$ cat src/rtl/reg_share_arb_pkg.sv
// Shared types and constants for the round-robin register-sharing arbiter.
package reg_share_arb_pkg;

    typedef enum logic [1:0] {
        IDLE  = 2'd0,
        GRANT = 2'd1,
        DONE  = 2'd2
    } arb_state_e;

    localparam int unsigned N_REQ_DEF = 4;
    localparam int unsigned DW_DEF    = 8;

    // Width of a requester index; never narrower than one bit.
    function automatic int unsigned idx_w(input int unsigned n);
        return (n > 1) ? $clog2(n) : 1;
    endfunction

endpackage

$ cat src/rtl/rr_pick.sv
// Combinational round-robin picker: first set request at or above ptr, with wrap.
module rr_pick
    import reg_share_arb_pkg::*;
#(
    parameter int unsigned N_REQ = N_REQ_DEF
) (
    input  logic [N_REQ-1:0]        req,
    input  logic [idx_w(N_REQ)-1:0] ptr,
    output logic [N_REQ-1:0]        win_oh,
    output logic [idx_w(N_REQ)-1:0] win_idx,
    output logic                    any_valid
);

    localparam int unsigned IW = idx_w(N_REQ);

    // Scan [ptr, N_REQ) first, then wrap to [0, ptr).
    always_comb begin
        win_oh    = '0;
        win_idx   = '0;
        any_valid = 1'b0;
        for (int unsigned i = 0; i < N_REQ; i++) begin
            if (!any_valid && req[i] && (i >= 32'(ptr))) begin
                any_valid  = 1'b1;
                win_idx    = IW'(i);
                win_oh[i]  = 1'b1;
            end
        end
        for (int unsigned i = 0; i < N_REQ; i++) begin
            if (!any_valid && req[i] && (i < 32'(ptr))) begin
                any_valid  = 1'b1;
                win_idx    = IW'(i);
                win_oh[i]  = 1'b1;
            end
        end
    end

endmodule

$ cat src/rtl/reg_share_arb.sv
// Round-robin arbiter owning one shared DW-bit register written by N_REQ requesters.
module reg_share_arb
    import reg_share_arb_pkg::*;
#(
    parameter int unsigned N_REQ = N_REQ_DEF,
    parameter int unsigned DW    = DW_DEF
) (
    input  logic                    clk,
    input  logic                    rst_n,
    input  logic [N_REQ-1:0]        req,
    input  logic [N_REQ*DW-1:0]     wdata,
    input  logic                    clr,
    output logic [N_REQ-1:0]        gnt,
    output logic [N_REQ-1:0]        ack,
    output logic [DW-1:0]           q,
    output logic [idx_w(N_REQ)-1:0] owner,
    output logic                    busy
);

    localparam int unsigned IW = idx_w(N_REQ);

    arb_state_e        state_q, state_d;
    logic [N_REQ-1:0]  gnt_q, gnt_d;
    logic [N_REQ-1:0]  ack_q, ack_d;
    logic [DW-1:0]     q_q, q_d;
    logic [IW-1:0]     owner_q, owner_d;
    logic [IW-1:0]     ptr_q, ptr_d;

    logic [N_REQ-1:0]  pick_oh;
    logic [IW-1:0]     pick_idx;
    logic              pick_any;
    logic [DW-1:0]     sel_data;

    rr_pick #(
        .N_REQ (N_REQ)
    ) u_pick (
        .req       (req),
        .ptr       (ptr_q),
        .win_oh    (pick_oh),
        .win_idx   (pick_idx),
        .any_valid (pick_any)
    );

    // Select the current owner's write data lane.
    always_comb begin
        sel_data = '0;
        for (int unsigned i = 0; i < N_REQ; i++) begin
            if (owner_q == IW'(i)) begin
                sel_data = wdata[i*DW +: DW];
            end
        end
    end

    // Next-state and output logic; clr always zeroes the shared register and wins over a commit.
    always_comb begin
        state_d = state_q;
        gnt_d   = '0;
        ack_d   = '0;
        q_d     = q_q;
        owner_d = owner_q;
        ptr_d   = ptr_q;

        if (clr) begin
            q_d = '0;
        end

        unique case (state_q)
            IDLE: begin
                if (!clr && pick_any) begin
                    gnt_d   = pick_oh;
                    owner_d = pick_idx;
                    state_d = GRANT;
                end
            end
            GRANT: begin
                state_d = IDLE;
                if (!clr && req[owner_q]) begin
                    q_d            = sel_data;
                    ack_d[owner_q] = 1'b1;
                    ptr_d          = (owner_q == IW'(N_REQ - 1)) ? '0 : owner_q + IW'(1);
                    state_d        = DONE;
                end
            end
            DONE: begin
                state_d = IDLE;
            end
            default: begin
                state_d = IDLE;
            end
        endcase
    end

    // State and output registers, asynchronously cleared.
    always_ff @(posedge clk or negedge rst_n) begin
        if (!rst_n) begin
            state_q <= IDLE;
            gnt_q   <= '0;
            ack_q   <= '0;
            q_q     <= '0;
            owner_q <= '0;
            ptr_q   <= '0;
        end else begin
            state_q <= state_d;
            gnt_q   <= gnt_d;
            ack_q   <= ack_d;
            q_q     <= q_d;
            owner_q <= owner_d;
            ptr_q   <= ptr_d;
        end
    end

    assign gnt   = gnt_q;
    assign ack   = ack_q;
    assign q     = q_q;
    assign owner = owner_q;
    assign busy  = (state_q != IDLE);

endmodule

$ cat config.mk
export PLATFORM = sky130hd
export DESIGN_NAME = reg_share_arb
export DESIGN_NICKNAME = d
export VERILOG_FILES = /design/src/rtl/reg_share_arb_pkg.sv /design/src/rtl/rr_pick.sv /design/src/rtl/reg_share_arb.sv
export SDC_FILE = /design/constraint.sdc
export NUM_CORES = 1
export LEC_CHECK = 0
export CAP_MARGIN = 20
export CORE_ASPECT_RATIO = 0.8
export CORE_MARGIN = 2
export CORE_UTILIZATION = 36
export DETAILED_ROUTE_END_ITERATION = 12
export PLACE_DENSITY_LB_ADDON = 0.15
export SYNTH_ARGS = -nofsm -noshare
export SYNTH_HDL_FRONTEND = slang
export SYNTH_SLANG_ARGS = --single-unit
$ cat constraint.sdc
create_clock -name clk -period 1.75 [get_ports clk]
set_clock_uncertainty 0.1 [all_clocks]
set_input_delay 0.4375 -clock clk [delete_from_list [all_inputs] [get_ports clk]]
set_output_delay 0.4375 -clock clk [all_outputs]
set_load 0.02 [all_outputs]
After elaboration in Yosys (flattened, before gate mapping)
Index checks and enable logic that the tools add are counted.
{ "op_classes": {"addsub": 1, "order_cmp": 8, "n_reduce_logical": 27, "n_eq_ne": 5, "muxes": 38} }
{ "op_table": {"columns": ["op", "n"], "rows": [
  ["$mux W8", 7],
  ["$mux W1", 16],
  ["$mux W2", 8],
  ["$mux W4", 4],
  ["$logic_and A1 B1 Y1", 15],
  ["$logic_not A1 Y1", 7],
  ["$eq A2 B1 Y1 const B", 2],
  ["$eq A2 B2 Y1 const B", 2],
  ["$ge A1 B2 Y1 const A", 2],
  ["$logic_not A2 Y1", 2],
  ["$lt A1 B2 Y1 const A", 2],
  ["$pmux W2 S2", 1],
  ["$reduce_and A2 Y1", 2],
  ["$lt A2 B3 Y1 const B", 1],
  ["$add A2 B1 Y2 const B", 1],
  ["$bmux W1 S2", 1],
  ["$demux W1 S2", 1],
  ["$ge A2 B1 Y1 const B", 1],
  ["$ge A2 B2 Y1 const A", 1],
  ["$lt A2 B2 Y1 const A", 1],
  ["$ne A2 B2 Y1 const B", 1],
  ["$reduce_bool A2 Y1", 1]
]} }
{ "word_totals": {"regBits": 22, "input_bits": 39} }

Depth between registers and ports, before layout
{ "logic_depth": {"depth_word": 29, "ltp_mapped": 7} }

Hierarchy
Synthesis repeated with hierarchy kept, for this count alone.
{ "hier_totals": {"cells_unflattened": 135, "hier_area_um2": 1375.1} }
{ "modules_own_cells": {"columns": ["mod", "area_each_um2", "cells_per_inst", "seq_area_each_um2", "n_inst"], "rows": [
  ["reg_share_arb", 1152.4, 102, 550.5, 1],
  ["rr_pick", 222.7, 33, 0.0, 1]
]} }

Worst setup path after synthesis
No wires, ideal clock.
{ "synth_path": {"path_type": "flip-flop to flip-flop", "from": "register owner_q[0] (netlist: owner[0])", "to": "register q_q[1] (netlist: q[1])", "stages_incl_launch_ff": 8, "arrival_time_ns": 1.615, "required_ns": 1.584, "n_path_buf": 1, "slack_ns": -0.031, "setup_ns": 0.066, "path_cell_list": "dfrtp_1 inv_1 ha_1 nand2b_1 buf_1 o22ai_1 a311oi_1 a31o_1"} }
{ "synth_between": {"elab_chain_cells": 7, "word_cells_on_any_way": 13} }
{ "synth_lines": {"columns": ["element", "line", "rtl"], "rows": [
  ["start: declaration", "reg_share_arb.sv:26", "logic [IW-1:0] owner_q, owner_d;"],
  ["start signal: assignment", "reg_share_arb.sv:107", "owner_q <= owner_d;"],
  ["$logic_not A2 Y1", "reg_share_arb.sv:48", "if (owner_q == IW'(i)) begin"],
  ["$mux W8 (4 in series)", "reg_share_arb.sv:48", null],
  ["$mux W8 (*)", "reg_share_arb.sv:77", "if (!clr && req[owner_q]) begin"],
  ["$mux W8 (*)", "reg_share_arb.sv:67", "unique case (state_q)"],
  ["via q_d[1]", "reg_share_arb.sv:25", "logic [DW-1:0] q_q, q_d;"],
  ["end signal: assignment", "reg_share_arb.sv:106", "q_q <= q_d;"],
  ["end: declaration", "reg_share_arb.sv:25", null]
]} }
Mark *: on every way through the listed nets, which the timed path passes. The rest lies on a longest branch. The select of a mux whose other input is x is not followed.
A chain may end at the register's enable or synchronous reset.

Worst setup path after layout
{ "layout_path": {"from": "register owner_q[0] (netlist: owner[0])", "to": "register q_q[4] (netlist: q[4])"} }
The elaborated chain is that of the path after synthesis.

==> results.json <==
{
  "avgSynthCellArea_um2": 10.1,
  "synth-seq-cells": 22,
  "yosysSeqAreaShare": 0.456,
  "r2r-start": "owner[0]",
  "n_antenna_cell": 0,
  "fin_nets": 239,
  "ys_top_cells_by_area": "dfrtp_1 46%, o22ai_1 6.2%, a31o_1 5.8%",
  "rsz0062_at_grt": "true",
  "cts_tree": "built",
  "path_cells": "buf_4 > ha_2 > buf_4 > a22oi_1 > a211oi_2 > a31o_1",
  "end_kind": "flop",
  "grt_use_total": 0.183,
  "synth_warnings": 0,
  "synthCells": 119,
  "ctsHoldBuffers": 0,
  "cts.htree.levels": 1,
  "fillers": 249,
  "drive_gt1_frac": 0.262,
  "die-area_um2": 3840,
  "synth_top_area_frac": 0.456,
  "cpPeakStageDelay_ns": 0.46,
  "antenna_found_initial": 0,
  "placed_area_um2": 1950,
  "clockBufferDepth": 2,
  "final_antenna_net_count": 0,
  "detailed_place_hpwl_mm": 2.48,
  "crit_type": "reg -> reg",
  "drv_slew": 0,
  "first_global_vias": 1149,
  "clk_pin_slew_ns": 0.08,
  "fp-row-count": 18,
  "critPathArrivalTime_ns": 1.81,
  "maxCapViolations": 0,
  "multi_input_comb_area_um2": 652,
  "finish.instance_area_um2": 2140,
  "max_slew.worst_pin.slew_ns": 0.346,
  "yosysTopAreaCell": "dfrtp_1",
  "num_vias": 1267,
  "syn-num-nets": 162,
  "setup_ws_ns": -0.0120,
  "drcViolationCount": 0,
  "setup_viol": 1,
  "viasPerCell": 5.39,
  "portBuffers": 57,
  "grt_overflow": 0,
  "violations": "negative setup slack",
  "drt-initial-drc-count": 43,
  "max_freq_mhz": 568,
  "period_minus_slack_ns": 1.76,
  "status": "finished with violations",
  "grt_use_met1": 0.265,
  "place_ws_ns": -0.364,
  "core_um2": 3150,
  "cpMaxStageDelayCell": "dfrtp_2",
  "reg2reg_depth": 6,
  "worst_path_most_repeated_cell": "buf_4",
  "register_area_um2": 552,
  "busiest_layer": "met2",
  "clock_sinks": 22,
  "met2_usage": 0.275,
  "routabilityCongestion": 0.840,
  "tns_ns": -0.0120,
  "critPathLaunchType": "flop",
  "clock_latency_ns": 0.26,
  "p_per_area_nw_per_um2": 1150,
  "max_slew_margin": 0.766,
  "grt_use_met3": 0.0486,
  "cts_made_buffers": 3,
  "die_h_um": 55.8,
  "initial_core_util": 0.383,
  "area_growth_pct": 77.3,
  "hold_viol": 0,
  "worstPathMaxFanout": 10,
  "cts-root-buf": "clkbuf_8",
  "grt_max_degree": 23,
  "io_pins": 58,
  "cp.required_ns": 1.80,
  "post-route-period-util": 1.01,
  "final_core_util": 0.679,
  "wl_per_cell_um": 14.8,
  "ff2ff_setup_slack_ns": -0.01,
  "drt_pass1_iterations": 4,
  "hold_path.class": "reg -> reg",
  "p_leak_nw": 1.10,
  "syn_area_um2": 1210,
  "cp-endpoint": "q[4]",
  "hold_depth": 1,
  "dieWidth_um": 68.8,
  "crit_start": "owner[0]",
  "post_synth_num_cell_types": 34,
  "grt_pass1_wl_mm": 5.40,
  "wirelength_mm": 3.47,
  "ir_worst_vdd_v": 0.000693,
  "rr_endpoint": "q[4]"
}
## how the worst min path moves through the flow
stage              to  slack (ns)  startpoint
3_3_place_gp     q[5]        0.39        q[5]
5_1_grt          q[5]        0.44        q[5]
3_5_place_dp     q[5]        0.40        q[5]
6_report         q[5]        0.41        q[5]
4_1_cts          q[5]        0.41        q[5]
2_1_floorplan  ack[0]        0.04       rst_n
## metal layers
layer / part of all wire / vias to the layer above / wire length (um)
met5: 0 / - / 0
met4: 0.0029 / 0 / 10
met3: 0.078 / 2 / 272
met2: 0.50 / 54 / 1720
met1: 0.42 / 609 / 1460
li1: - / 602 / -
## critical path, delay by kind of cell (launching register included)
kind            cells  cell delay (ns)
compound gates      3             0.57
flops               1             0.46
buf+inv             2             0.33
fa+ha+maj           1             0.19
## kinds of logic after synthesis
logic type               after synthesis  synth area share
AO/OA/AOI/OAI                         51             0.303
AND/OR/NAND/NOR                       22             0.101
flip-flops                            22             0.456
buffers and inverters                 18            0.0715
adder cells (fa/ha/maj)                4            0.0415
multiplexers                           2            0.0280
## cell type report
type                    count  share of cell area
clock buffers               3              0.0193
clock inverters             1              0.0140
inverters                   9              0.0175
multi-input cells          79               0.305
flip-flops and latches     22               0.258
well taps                  40              0.0234
repair buffers             81               0.364
## timing repair
item | in CTS | in global routing
cloned | 1 | 0
pin swaps | 1 | 1
setup endpoints to repair | 25 | 16
gates resized for setup | 22 | 22
hold endpoints to repair | 0 | 0
buffers inserted | 2 | 0
## power by group
| part | switching [W] | internal, W |
|---|---|---|
| clock network | 0.000162 | 0.000305 |
| registers | 0.000119 | 0.000610 |
| logic | 0.000643 | 0.000631 |
## sequential cells by signal, indices dropped and copies added, names as in the netlist
signal	flops
state_q	2
gnt	4
ptr_q	2
ack	4
owner	2
q	8
## synth_stat cells
master / n
buf_2: 3
clkbuf_1: 3
nand3b_1: 1
o2111a_1: 1
dfrtp_1: 22
o21ai_0: 5
nor2b_1: 2
a21oi_1: 3
a311oi_1: 1
and2_1: 3
nand2b_1: 2
mux2_2: 1
nor3_1: 1
a31o_1: 8
o22a_1: 1
inv_2: 1
o22ai_1: 12
buf_1: 1
o41ai_1: 1
o31ai_1: 1
mux4_2: 1
nand3_2: 1
or2_2: 1
buf_6: 2
a21boi_0: 2
a211oi_1: 7
a21o_1: 2
a22oi_1: 7
nand2_1: 4
and3_1: 3
inv_1: 7
ha_1: 4
clkinv_1: 1
nor2_1: 4
## cell usage in the layout, fill, tap and decap left out, types with 2 or more instances in the layout
master            n
dlymetal6s2s_1    7
o22ai_2           2
and2_1            3
ha_1              3
a31o_1            8
dfrtp_1          21
a22oi_1           4
inv_1             7
dlygate4sd2_1    14
clkdlybuf4s50_1  35
clkbuf_8          3
a21oi_1           3
a21boi_0          2
o22ai_1          10
and3_1            3
a22oi_2           3
a211oi_2          4
a211oi_1          3
nor2_1            3
a21o_1            2
o21ai_0           5
nand2_1           4
buf_4            22
## stage by stage
stage	cells	total power, W	hold WS (ns)
2_1_floorplan	119	0.00134	0.0419
3_5_place_dp	229	0.00188	0.397
6_report	235	0.00247	0.409
4_1_cts	235	0.00238	0.410
5_1_grt	235	0.00263	0.439
3_3_place_gp	229	0.00186	0.389
Note: power is estimated with default switching activity, not from simulation.
